File: src/rtl/sysid_check_pkg.sv
// Shared types and defaults for the sysid boot checker: FSM states, sysid word addresses,
// bus widths and default expected ID/timestamp values.
package sysid_check_pkg;

    localparam int unsigned DATA_W  = 32;
    localparam int unsigned WAIT_W  = 16;
    localparam int unsigned RETRY_W = 2;

    typedef enum logic [2:0] {
        IDLE,
        RD_ID,
        RD_TS,
        EVAL,
        DONE
    } state_e;

    localparam logic ADDR_ID = 1'b0;
    localparam logic ADDR_TS = 1'b1;

    localparam logic [DATA_W-1:0]  DEFAULT_EXPECTED_ID    = 32'd0;
    localparam logic [DATA_W-1:0]  DEFAULT_EXPECTED_TS    = 32'd1457099724;
    localparam logic [WAIT_W-1:0]  DEFAULT_TIMEOUT_CYCLES = 16'd255;
    localparam logic [RETRY_W-1:0] DEFAULT_MAX_RETRIES    = 2'd3;

endpackage

File: src/rtl/sysid_wait_timer.sv
// Counts stalled read cycles; expire rises once TIMEOUT_CYCLES stalls have accumulated
// since the last clear. The count saturates so it can never wrap back below the limit.
module sysid_wait_timer
    import sysid_check_pkg::*;
#(
    parameter logic [WAIT_W-1:0] TIMEOUT_CYCLES = DEFAULT_TIMEOUT_CYCLES
) (
    input  logic clock,
    input  logic reset_n,
    input  logic clear,
    input  logic enable,
    output logic expire
);

    logic [WAIT_W-1:0] count;

    always_ff @(posedge clock or negedge reset_n) begin
        if (!reset_n) begin
            count <= '0;
        end else if (clear) begin
            count <= '0;
        end else if (enable && (count != TIMEOUT_CYCLES)) begin
            count <= count + WAIT_W'(1);
        end
    end

    assign expire = (count == TIMEOUT_CYCLES);

endmodule

File: config.mk
export PLATFORM = sky130hd
export DESIGN_NAME = sysid_wait_timer
export DESIGN_NICKNAME = d
export VERILOG_FILES = /design/src/rtl/sysid_check_pkg.sv /design/src/rtl/sysid_wait_timer.sv
export SDC_FILE = /design/constraint.sdc
export NUM_CORES = 1
export LEC_CHECK = 0
export ABC_AREA = 1
export BUFFER_PORTS_ARGS = -buffer_cell sky130_fd_sc_hd__buf_2
export CAP_MARGIN = 20
export CORE_MARGIN = 1.5
export CORE_UTILIZATION = 55
export DETAILED_ROUTE_END_ITERATION = 12
export GPL_TIMING_DRIVEN = 1
export HOLD_SLACK_MARGIN = 0.03
export PLACE_DENSITY = 0.73
export SETUP_SLACK_MARGIN = 0.1
export SYNTH_ARGS = -nofsm -noshare
export SYNTH_HDL_FRONTEND = slang
export SYNTH_SLANG_ARGS = --single-unit
File: constraint.sdc
create_clock -name clock -period 3.5 [get_ports clock]
set_input_delay 0.525 -clock clock [delete_from_list [all_inputs] [get_ports clock]]
set_output_delay 0.525 -clock clock [all_outputs]
set_load 0.1 [all_outputs]
==> run summary <==
STA
• max frequency: 422 MHz
• final setup violation count: 0
• crit path time final: 2370 ps
• final hold violations: 0
• unrepaired setup endpoints after global routing: false
• final setup margin: 1130 ps
• Slew @ Worst Pin: 516 ps
• fin. max-slew vios: 0
• final setup skew: 1.60 ps
• worst slew margin relative to its limit: 65.4%
• aggregate negative setup slack: 0 ps
• ratio of final minimum period to clock period: 67.7%

Clocking
• Root Buffer Master: clkbuf_4
• clock insertion delay at the later pin of the skew report: 290 ps
• number of clock buffers inserted by TritonCTS: 3
• post-CTS setup repair buffer count: 0
• number of cells upsized or downsized after cts: 0
• clk sinks: 16
• clock tree from TritonCTS: yes
• H-Tree Depth: 1
• clock-pin slew of the registers on the worst-case setup and hold paths: 90 ps
• Clock Path Buffers: 2
• hold bufs inserted after CTS: 0

GRT
• number of global-route vias before repair: 849
• largest net degree at the start of global routing: 17
• combined global-route utilization of all metal layers: 23.1%
• residual overflow from global routing: 0
• number of antenna violations at the first check in global routing: 0
• wire length of the first global-routing pass: 3660 um

Logic synthesis
• count of flip-flops with a built-in enable after synthesis: 0
• cell accounting for the most synthesized area: dfrtp_1
• Synth cell types: 23
• flip-flop cell with the highest count after synthesis: dfrtp_1
• synthesized area: 1080 um2
• Net Count, Synth: 162
• post-synthesis area per instance: 6.85 um2
• count of synthesis-stage warnings from yosys: 0
• portion of the post-synthesis area used by sequential elements: 37.2%
• share of the synthesized area in the top cell type: 37.2%
• share of async-settable or async-resettable flops after synthesis: 100%
• Synth Register Bits: 16
• top cells by area, synth: dfrtp_1, nand2_1, nor2_1, nand4_1, inv_1
• Cells after Synth: 157

Finish
• nets@finish: 170
• largest registers: count (16)
• register with the most flip-flops: count
• share of post-route cells with drive strength above 1: 11.6%
• final standard cell count with taps included and fillers excluded: 189
• number of diodes added for antenna fixing: 0
• Area Growth Syn to Fin: 6.74%
• Largest register FFs: 16

Job
• Maximum Capacitance Violations: 0

Floorplan
• floorplan die height: 47.2 um
• number of ports placed on the die boundary: 5
• core area: 1780 um2
• initial standard-cell utilization of the core: 60.4%
• horizontal die dimension: 47.2 um
• # rows: 15
• Total Die Area: 2230 um2

Power and ir drop
• Worst VDD drop: 0.265 mV
• leakage power: 0.586 nW
• ratio of total power to cell area: 294 nW/um2

Drt
• Via-to-Cell Ratio: 5.29
• Wirelength per Cell: 11.2 um
• DRC: 0
• total iterations of the first detailed-routing run: 4
• Final Routed Wirelength: 2120 um
• via count of the routed design: 999
• count of routing violations after the opening detailed-route iteration: 20
• Antenna Violating Nets Remaining: 0

Setup path
• Critical R2R Launch: count[0]
• end of the worst register-to-register path: count[12]
• arrival time of data at the critical path endpoint: 1840 ps
• setup slack on the worst flop-to-flop path: 1830 ps
• critical path type: reg2out
• required time at the endpoint of the critical path: 2970 ps
• type of element capturing the critical path: output pin
• maximum fanout along the worst path: 4
• Worst setup SP type: register
• number of cells on the worst reg-to-reg path: 8

Placement
• dpl ws: 1440 ps
• IO Port Bufs: 4
• # placed instances: 185
• post-detail-place hpwl: 1620 um
• Final Wtd Congestion: 0.897

Outcome
• run status: completed

Worst hold path
• Worst Hold Class: in2async

-- synthesized netlist by cell type (2+ instances only) --
library cell  count
dfrtp_1          16
inv_1            11
nand2_1          65
nand2_2           2
nand2_4           2
nand3_1           7
nand4_1          11
nor2_1           22
o21bai_1          4
xor2_1            4
-- layout make-up --
type | count | area, um2
clock buffer | 4 | 36.3
fill | 161 | 634
inverter | 14 | 58.8
multi-input combinational | 126 | 602
sequential | 16 | 400
tap | 25 | 31.3
timing repair buffer | 4 | 20.0
-- through the flow --
| stage | util, % | power, mW | cell area [um2] | hold WS [ps] |
|---|---|---|---|---|
| floorplan | - | 0.207 | 1080 | 229 |
| global placement | 62.4 | 0.216 | 1110 | 455 |
| detailed placement | 62.4 | 0.217 | 1110 | 465 |
| CTS | 64.4 | 0.341 | 1150 | 143 |
| global route | 64.4 | 0.351 | 1150 | 152 |
| finish | 64.4 | 0.337 | 1150 | 133 |
-- cells in the final DEF, fill, tap and decap left out, types with 2 or more instances in the layout --
cell type  netlist  routed
nand2_1         65      65
nand2_4          2       2
nand2_2          2       2
xor2_1           4       4
dfrtp_1         16      16
o21bai_1         4       4
nand4_1         11      11
inv_1           11      11
clkbuf_4         0       3
buf_2            0       4
nand3_1          7       7
nor2_1          22      22
-- logic make-up (layout without fill, tap and decap cells) --
kind of cell               Yosys count  in the layout  share of synthesized area [%]
xor gates and xnor gates             5              5                           4.07
adders and majority gates            1              1                           1.16
buffers and inverters               15             22                           6.86
AOI/OAI and AO/OA                    6              6                           4.07
DFF                                 16             16                           37.2
and+or+nand+nor                    114            114                           46.6
-- worst max-delay path, stage by stage (launching register included) --
cell	delay, ps
dfrtp_1	400
ha_1	210
inv_1	90
nor2_4	150
nand2_2	100
clkinv_2	80
nand2_2	60
inv_1	50
buf_2	410
-- how the worst max path moves through the flow --
stage	startpoint	endpoint	slack (ps)
5_1_grt	count[0]	expire	990
6_report	count[0]	expire	1130
3_3_place_gp	count[0]	expire	1500
3_5_place_dp	count[0]	expire	1440
4_1_cts	count[0]	expire	1120
2_1_floorplan	count[0]	expire	1390
-- where the power goes --
| group | internal, mW | total (mW) | switching [mW] |
|---|---|---|---|
| combinational | 0.00554 | 0.0234 | 0.0179 |
| sequential | 0.187 | 0.189 | 0.00226 |
| clock | 0.0634 | 0.125 | 0.0613 |
-- per-layer routing --
layer	GRT usage [%]	vias to the layer above	part of all wire, %
li1	-	516	-
met1	31.9	450	46
met2	37.3	28	47
met3	2.31	5	4.9
met4	8.33	0	1.6
met5	0	-	0
Note: power is estimated with default switching activity, not from simulation.
